`config.mk`:
```
export PLATFORM = sky130hd
export DESIGN_NAME = fifo_wptr_full_flat
export DESIGN_NICKNAME = d
export VERILOG_FILES = /design/src/rtl/fifo_wptr_full_if.sv /design/src/rtl/fifo_wptr_full.sv /design/src/flat_wrapper.sv
export SDC_FILE = /design/constraint.sdc
export NUM_CORES = 1
export LEC_CHECK = 0
export CAP_MARGIN = 15
export CORE_MARGIN = 1.5
export CORE_UTILIZATION = 42
export DETAILED_ROUTE_END_ITERATION = 16
export PLACE_DENSITY_LB_ADDON = 0.25
export SYNTH_ARGS = -nofsm -noshare
export SYNTH_HDL_FRONTEND = slang
export SYNTH_SLANG_ARGS = --single-unit
```
`constraint.sdc`:
```
create_clock -name wr_clk -period 4.25 [get_ports wr_clk]
set_clock_uncertainty 0.05 [all_clocks]
set_input_delay 0.85 -clock wr_clk [delete_from_list [all_inputs] [get_ports wr_clk]]
set_output_delay 0.85 -clock wr_clk [all_outputs]
set_load 0.03 [all_outputs]
```
`src/rtl/fifo_wptr_full_if.sv`:
```
// Write-side bus of the async FIFO write-pointer stage: the request and the
// synchronized read pointer go in; memory strobe/address, the gray pointer and
// the flags come out.
interface fifo_wptr_full_if #(
   parameter int unsigned ADDR_WIDTH = 4
);
   logic                  wr_en;
   logic [ADDR_WIDTH:0]   wr_rptr_sync;
   logic                  wr_mem_we;
   logic [ADDR_WIDTH-1:0] wr_addr;
   logic [ADDR_WIDTH:0]   wr_ptr;
   logic                  wr_full;
   logic                  wr_almost_full;
   logic                  wr_overflow;

   // Writer / environment side
   modport master (
      output wr_en,
      output wr_rptr_sync,
      input  wr_mem_we,
      input  wr_addr,
      input  wr_ptr,
      input  wr_full,
      input  wr_almost_full,
      input  wr_overflow
   );

   // Pointer stage side
   modport slave (
      input  wr_en,
      input  wr_rptr_sync,
      output wr_mem_we,
      output wr_addr,
      output wr_ptr,
      output wr_full,
      output wr_almost_full,
      output wr_overflow
   );
endinterface

```
`src/rtl/fifo_wptr_full.sv`:
```
// Write-domain pointer/flag stage of the async FIFO.
// Holds the binary and gray write pointers, drives the memory write
// address/strobe and produces a registered, pessimistic full flag by comparing
// the next gray pointer against the read pointer already synchronized into
// wr_clk. The gray pointer is registered so the downstream 2-flop synchronizer
// only ever sees single-bit transitions.
// Optional feature: define FIFO_ALMOST_FULL_EN to build the almost-full flag
// (gray-to-binary of the read pointer plus an occupancy subtractor); without it
// wr_almost_full is tied low and none of that logic exists.
module fifo_wptr_full #(
   parameter int unsigned ADDR_WIDTH         = 4,
   parameter int unsigned ALMOST_FULL_MARGIN = 2
) (
   input logic            wr_clk,
   input logic            wr_rst,
   fifo_wptr_full_if.slave bus
);

   localparam int unsigned PW = ADDR_WIDTH + 1;

   // Parameter legality, caught at elaboration
   if (ADDR_WIDTH < 2) begin : g_aw_chk
      $error("fifo_wptr_full: ADDR_WIDTH must be >= 2");
   end
   if ((ALMOST_FULL_MARGIN < 1) || (ALMOST_FULL_MARGIN > (1 << ADDR_WIDTH) - 1)) begin : g_margin_chk
      $error("fifo_wptr_full: ALMOST_FULL_MARGIN must be in 1..depth-1");
   end

   logic [PW-1:0] wr_bin;
   logic [PW-1:0] ptr_q;
   logic          full_q;
   logic          overflow_q;

   logic          write_ok;
   logic [PW-1:0] bin_next;
   logic [PW-1:0] gray_next;
   logic [PW-1:0] full_cmp;
   logic          full_next;

   // Next pointer and full compare: full when the next gray pointer equals the
   // read pointer with its two MSBs inverted (one lap ahead).
   always_comb begin
      write_ok  = bus.wr_en & ~full_q;
      bin_next  = wr_bin + PW'(write_ok);
      gray_next = (bin_next >> 1) ^ bin_next;
      full_cmp  = {~bus.wr_rptr_sync[PW-1:PW-2], bus.wr_rptr_sync[PW-3:0]};
      full_next = (gray_next == full_cmp);
   end

   // Pointer, full and overflow registers
   always_ff @(posedge wr_clk or posedge wr_rst) begin
      if (wr_rst) begin
         wr_bin     <= '0;
         ptr_q      <= '0;
         full_q     <= 1'b0;
         overflow_q <= 1'b0;
      end else begin
         wr_bin     <= bin_next;
         ptr_q      <= gray_next;
         full_q     <= full_next;
         overflow_q <= bus.wr_en & full_q;
      end
   end

`ifdef FIFO_ALMOST_FULL_EN
   localparam logic [PW-1:0] AF_THRESH = PW'((1 << ADDR_WIDTH) - ALMOST_FULL_MARGIN);

   logic [PW-1:0] rbin;
   logic [PW-1:0] occ_next;
   logic          af_next;
   logic          af_q;

   // Occupancy after this edge, from the (stale) synchronized read pointer
   always_comb begin
      rbin         = '0;
      rbin[PW-1]   = bus.wr_rptr_sync[PW-1];
      for (int i = PW - 2; i >= 0; i--) begin
         rbin[i] = rbin[i+1] ^ bus.wr_rptr_sync[i];
      end
      occ_next = bin_next - rbin;
      af_next  = (occ_next >= AF_THRESH);
   end

   // Almost-full register, same timing as full
   always_ff @(posedge wr_clk or posedge wr_rst) begin
      if (wr_rst) begin
         af_q <= 1'b0;
      end else begin
         af_q <= af_next;
      end
   end

   assign bus.wr_almost_full = af_q;
`else
   assign bus.wr_almost_full = 1'b0;
`endif

   // Strobe is suppressed while reset is held so no write leaks out mid-reset
   assign bus.wr_mem_we   = bus.wr_en & ~full_q & ~wr_rst;
   assign bus.wr_addr     = wr_bin[ADDR_WIDTH-1:0];
   assign bus.wr_ptr      = ptr_q;
   assign bus.wr_full     = full_q;
   assign bus.wr_overflow = overflow_q;

endmodule
```
`src/flat_wrapper.sv`:
```
// flat-port wrapper written by rule: the top's interface ports become plain ports
module fifo_wptr_full_flat 
#(
   parameter int unsigned ADDR_WIDTH         = 4,
   parameter int unsigned ALMOST_FULL_MARGIN = 2
)
  (wr_clk, wr_rst, bus_wr_en, bus_wr_rptr_sync, bus_wr_mem_we, bus_wr_addr, bus_wr_ptr, bus_wr_full, bus_wr_almost_full, bus_wr_overflow);
  fifo_wptr_full_if #(.ADDR_WIDTH(ADDR_WIDTH)) bus_i ();
  input logic wr_clk;
  input logic wr_rst;
  input wire logic [$bits(bus_i.wr_en)-1:0] bus_wr_en;
  input wire logic [$bits(bus_i.wr_rptr_sync)-1:0] bus_wr_rptr_sync;
  output wire logic [$bits(bus_i.wr_mem_we)-1:0] bus_wr_mem_we;
  output wire logic [$bits(bus_i.wr_addr)-1:0] bus_wr_addr;
  output wire logic [$bits(bus_i.wr_ptr)-1:0] bus_wr_ptr;
  output wire logic [$bits(bus_i.wr_full)-1:0] bus_wr_full;
  output wire logic [$bits(bus_i.wr_almost_full)-1:0] bus_wr_almost_full;
  output wire logic [$bits(bus_i.wr_overflow)-1:0] bus_wr_overflow;
  assign bus_i.wr_en = bus_wr_en;
  assign bus_i.wr_rptr_sync = bus_wr_rptr_sync;
  assign bus_wr_mem_we = bus_i.wr_mem_we;
  assign bus_wr_addr = bus_i.wr_addr;
  assign bus_wr_ptr = bus_i.wr_ptr;
  assign bus_wr_full = bus_i.wr_full;
  assign bus_wr_almost_full = bus_i.wr_almost_full;
  assign bus_wr_overflow = bus_i.wr_overflow;
  fifo_wptr_full #(.ADDR_WIDTH(ADDR_WIDTH), .ALMOST_FULL_MARGIN(ALMOST_FULL_MARGIN)) u_core (.wr_clk(wr_clk), .wr_rst(wr_rst), .bus(bus_i));
endmodule
```
# Word-level counts from Yosys, hierarchy flattened
# Index checks and enable logic that the tools add are counted.
[classes]
addsub = 1
eq_ne = 1
bitwise_logic = 7
[op_table]
columns = ["cell", "n"]
rows = [
  ["$add 5x1->5", 1],
  ["$eq 5x5->1", 1],
  ["$xor 4x5->5", 1],
  ["$and 1x1->1", 3],
  ["$not 1->1", 2],
  ["$not 2->2", 1],
]
[totals]
ff_bits = 12
output_inout_bits = 13

# Depth between registers and ports, before layout
[depth]
word_depth = 5
ltp_mapped = 8
mapped_depth_nobuf = 7

# Least setup slack after synthesis
# Ideal clock, no wire load.
[synth_path]
kind = "input-to-reg"
startpoint = "input port bus_wr_en"
endpoint = "register u_core.full_q, in the netlist u_core.bus.wr_full"
t_arrival_ns = 2.334
required_ns = 4.127
path_slack_ns = 1.793
stages = 8
path_cell_list = "nor2b_1 > ha_1 > ha_1 > buf_6 > a21boi_0 > o21a_1 > or3_1 > a21oi_2"
[synth_via]
elab_chain_len = 4
[synth_lines]
columns = ["element", "line_no", "source"]
rows = [
  ["start, declared", "flat_wrapper.sv:11", "input wire logic [$bits(bus_i.wr_en)-1:0] bus_wr_en;"],
  ["$and 1x1->1", "fifo_wptr_full.sv:43", "write_ok = bus.wr_en & ~full_q;"],
  ["$add 5x1->5", "fifo_wptr_full.sv:44", "bin_next = wr_bin + PW'(write_ok);"],
  ["$xor 4x5->5", "fifo_wptr_full.sv:45", "gray_next = (bin_next >> 1) ^ bin_next;"],
  ["$eq 5x5->1", "fifo_wptr_full.sv:47", "full_next = (gray_next == full_cmp);"],
  ["net u_core.full_next", "fifo_wptr_full.sv:38", "logic full_next;"],
  ["end signal, assigned", "fifo_wptr_full.sv:60", "full_q <= full_next;"],
  ["end, declared", "fifo_wptr_full.sv:31", "logic full_q;"],
]
# The timed path passes the listed nets, and every way through them passes these cells.

# Worst setup path after layout
[layout_path]
startpoint = "input port wr_rst"
endpoint = "output port bus_wr_mem_we"
[layout_via]
elab_chain_len = 2
[layout_lines]
columns = ["element", "line_no", "source"]
rows = [
  ["start, declared", "flat_wrapper.sv:10", "input logic wr_rst;"],
  ["$not 1->1", "fifo_wptr_full.sv:99", "assign bus.wr_mem_we = bus.wr_en & ~full_q & ~wr_rst;"],
  ["$and 1x1->1", "fifo_wptr_full.sv:99", ""],
  ["end, declared", "flat_wrapper.sv:13", "output wire logic [$bits(bus_i.wr_mem_we)-1:0] bus_wr_mem_we;"],
]
# No other way between the ends.

==> results.ini <==
[power]
powerDensity_nw_per_um2=864
peakVddDrop_uv=364
p_leak_nw=0.355

[clock_network]
clock-sinks=11
clk_pin_slew_ns=0.06
htreeDepth=1
cts_buffers=3
cts-root-buf=clkbuf_4
cts_tree=built
postCtsHoldBufs=0
clock_path_buffers=2
post_cts_resized=0
post_cts.repair.setup_buffers=0
worst_skew_pair.late_latency_ns=0.26

[setup_path]
critPathKind=in2out
critical_path.max_fanout=12
rrSetupSlack_ns=2.07
start_kind=primary input
end_kind=output pin
cp.required_ns=3.35
cp_data_arrival_time_ns=2.40

[synth]
ys_warn_count=0
synthFlopType=dfrtp_1
synth_top_area_frac=0.464
syn_area_per_cell_sq_um=12.1
synth_area_sq_um=593
synth_cell_type_count=25
synth_common_cells=11 x dfrtp_1, 9 x xor2_1, 3 x xnor2_1
synth_top_area_cell=dfrtp_1
yosys_register_bits=11
syn_inst=49
synth_most_common_cell=dfrtp_1
synthArstFlopShare=1.00
synth_nets=59
synth_edf_count=0
yosysSeqAreaShare=0.464
synthTopCellsByArea=dfrtp_1 46%, xor2_1 13%, xnor2_1 4.4%, ha_1 4.2%, xor3_1 4.0%

[layout]
drive_gt1_frac=0.0580
diodes=0
instances_no_fill=84
area_growth_syn_to_layout_pct=35.7
finalNetCount=80
num-fill-cells=117

[die]
io_pins=21
num_rows=13
core-area_sq_um=1300
die_area_sq_um=1650
die_x_microns=40.6
start_util=0.456
dieHeight_microns=40.6

[status]
outcome=complete, no violations

[drt]
route.detailed.wl_per_inst_microns=10.7
drtPass1Iterations=3
via_per_inst=4.99
ant_nets=0
wl_microns=900
vias=419
drt_iter0_drc=3
drc=0

[placed_design]
gp_congestion=0.725
io_buffers=19
pre_cts_slack_ns=0.916
dp_hpwl_microns=717
dp_cells=80

[grt]
track_usage=0.144
grt_pass1_wl_mm=1.48
grt_pass1_vias=378
gr-total-overflow=0
antenna_found_initial=0
grt_max_degree=13

[sta]
slew_violations=0
hold_ws_ns=0.462
setup_viol=0
worst_slack_ns=0.948
rsz0062_at_grt=false
finalHoldViolCount=0
tns_ns=0
timing.fmax_mhz=303
finalCriticalPeriod_ns=3.30
timing.final.crit_share=0.777

[worst_hold_path]
hold_path_class=reg2reg

[flow_run]
maxCapViolCount=0

[worst max-delay path, cell delays in order]
cell             delay (ns)
clkdlybuf4s50_1        0.40
inv_1                  0.31
and2_1                 0.18
clkdlybuf4s50_1        0.66
[path summary, 6_finish.rpt]
path                       cells after the start                                to                         start
max reg2reg                                    7      u_core.bus.wr_full$_DFF_PP0_  u_core.bus.wr_full$_DFF_PP0_
min reg2reg                                    1  u_core.bus.wr_overflow$_DFF_PP0_  u_core.bus.wr_full$_DFF_PP0_
max                                            4                     bus_wr_mem_we                        wr_rst
max in group asynchronous                      2    u_core.bus.wr_ptr[4]$_DFF_PP0_                        wr_rst
min                                            1  u_core.bus.wr_overflow$_DFF_PP0_  u_core.bus.wr_full$_DFF_PP0_
min in group asynchronous                      2    u_core.bus.wr_ptr[2]$_DFF_PP0_                        wr_rst
[per-layer routing]
metal / GRT usage / wire, microns / up-vias
met2: 0.218 / 446 / 15
li1: - / - / 204
met1: 0.165 / 382 / 198
met5: 0 / 0 / -
met4: 0.125 / 12 / 0
met3: 0.0389 / 57 / 2
[final cells by class]
class | instances | area (sq um) | area share
sequential | 11 | 275 | 0.342
inverter | 1 | 3.75 | 0.00467
tap | 15 | 18.8 | 0.0233
timing repair buffer | 19 | 190 | 0.236
clock buffer | 4 | 26.3 | 0.0327
multi-input combinational | 34 | 290 | 0.361
[flip-flops by register name, summed over array words and instances (netlist names)]
signal and count:
u_core.wr_bin 4, u_core.bus.wr_full 1, u_core.bus.wr_ptr 5, u_core.bus.wr_overflow 1
[power by group]
part | internal (mW) | leakage [nW] | switching, mW | total (mW)
logic | 0.202 | 0.206 | 0.223 | 0.426
clock network | 0.0362 | 0.0150 | 0.0300 | 0.0662
registers | 0.157 | 0.134 | 0.0461 | 0.203
[logic make-up (layout without fill, tap and decap cells)]
family	Yosys count	after routing	synth area share
adders and majority gates	2	2	0.0422
AOI/OAI and AO/OA	7	7	0.0844
and+or+nand+nor	10	10	0.101
other	1	1	0.00632
buffers and inverters	4	24	0.0464
DFF	11	11	0.464
xor gates and xnor gates	14	14	0.255
[placed cells by master, fill, tap and decap left out, types with 2 or more instances in the layout]
cell type,count
xnor2_1,3
nand3_1,2
a21boi_0,2
xor2_1,9
ha_1,2
and2_1,2
clkbuf_4,3
dfrtp_1,11
clkdlybuf4s50_1,19
[per-stage QoR]
step,instance area (sq um),power [mW],util
3_3_place_gp,778,0.627,0.598
4_1_cts,805,0.704,0.618
6_report,805,0.695,0.618
2_1_floorplan,593,0.503,-
3_5_place_dp,778,0.634,0.598
5_1_grt,805,0.752,0.618
Note: power is estimated with default switching activity, not from simulation.
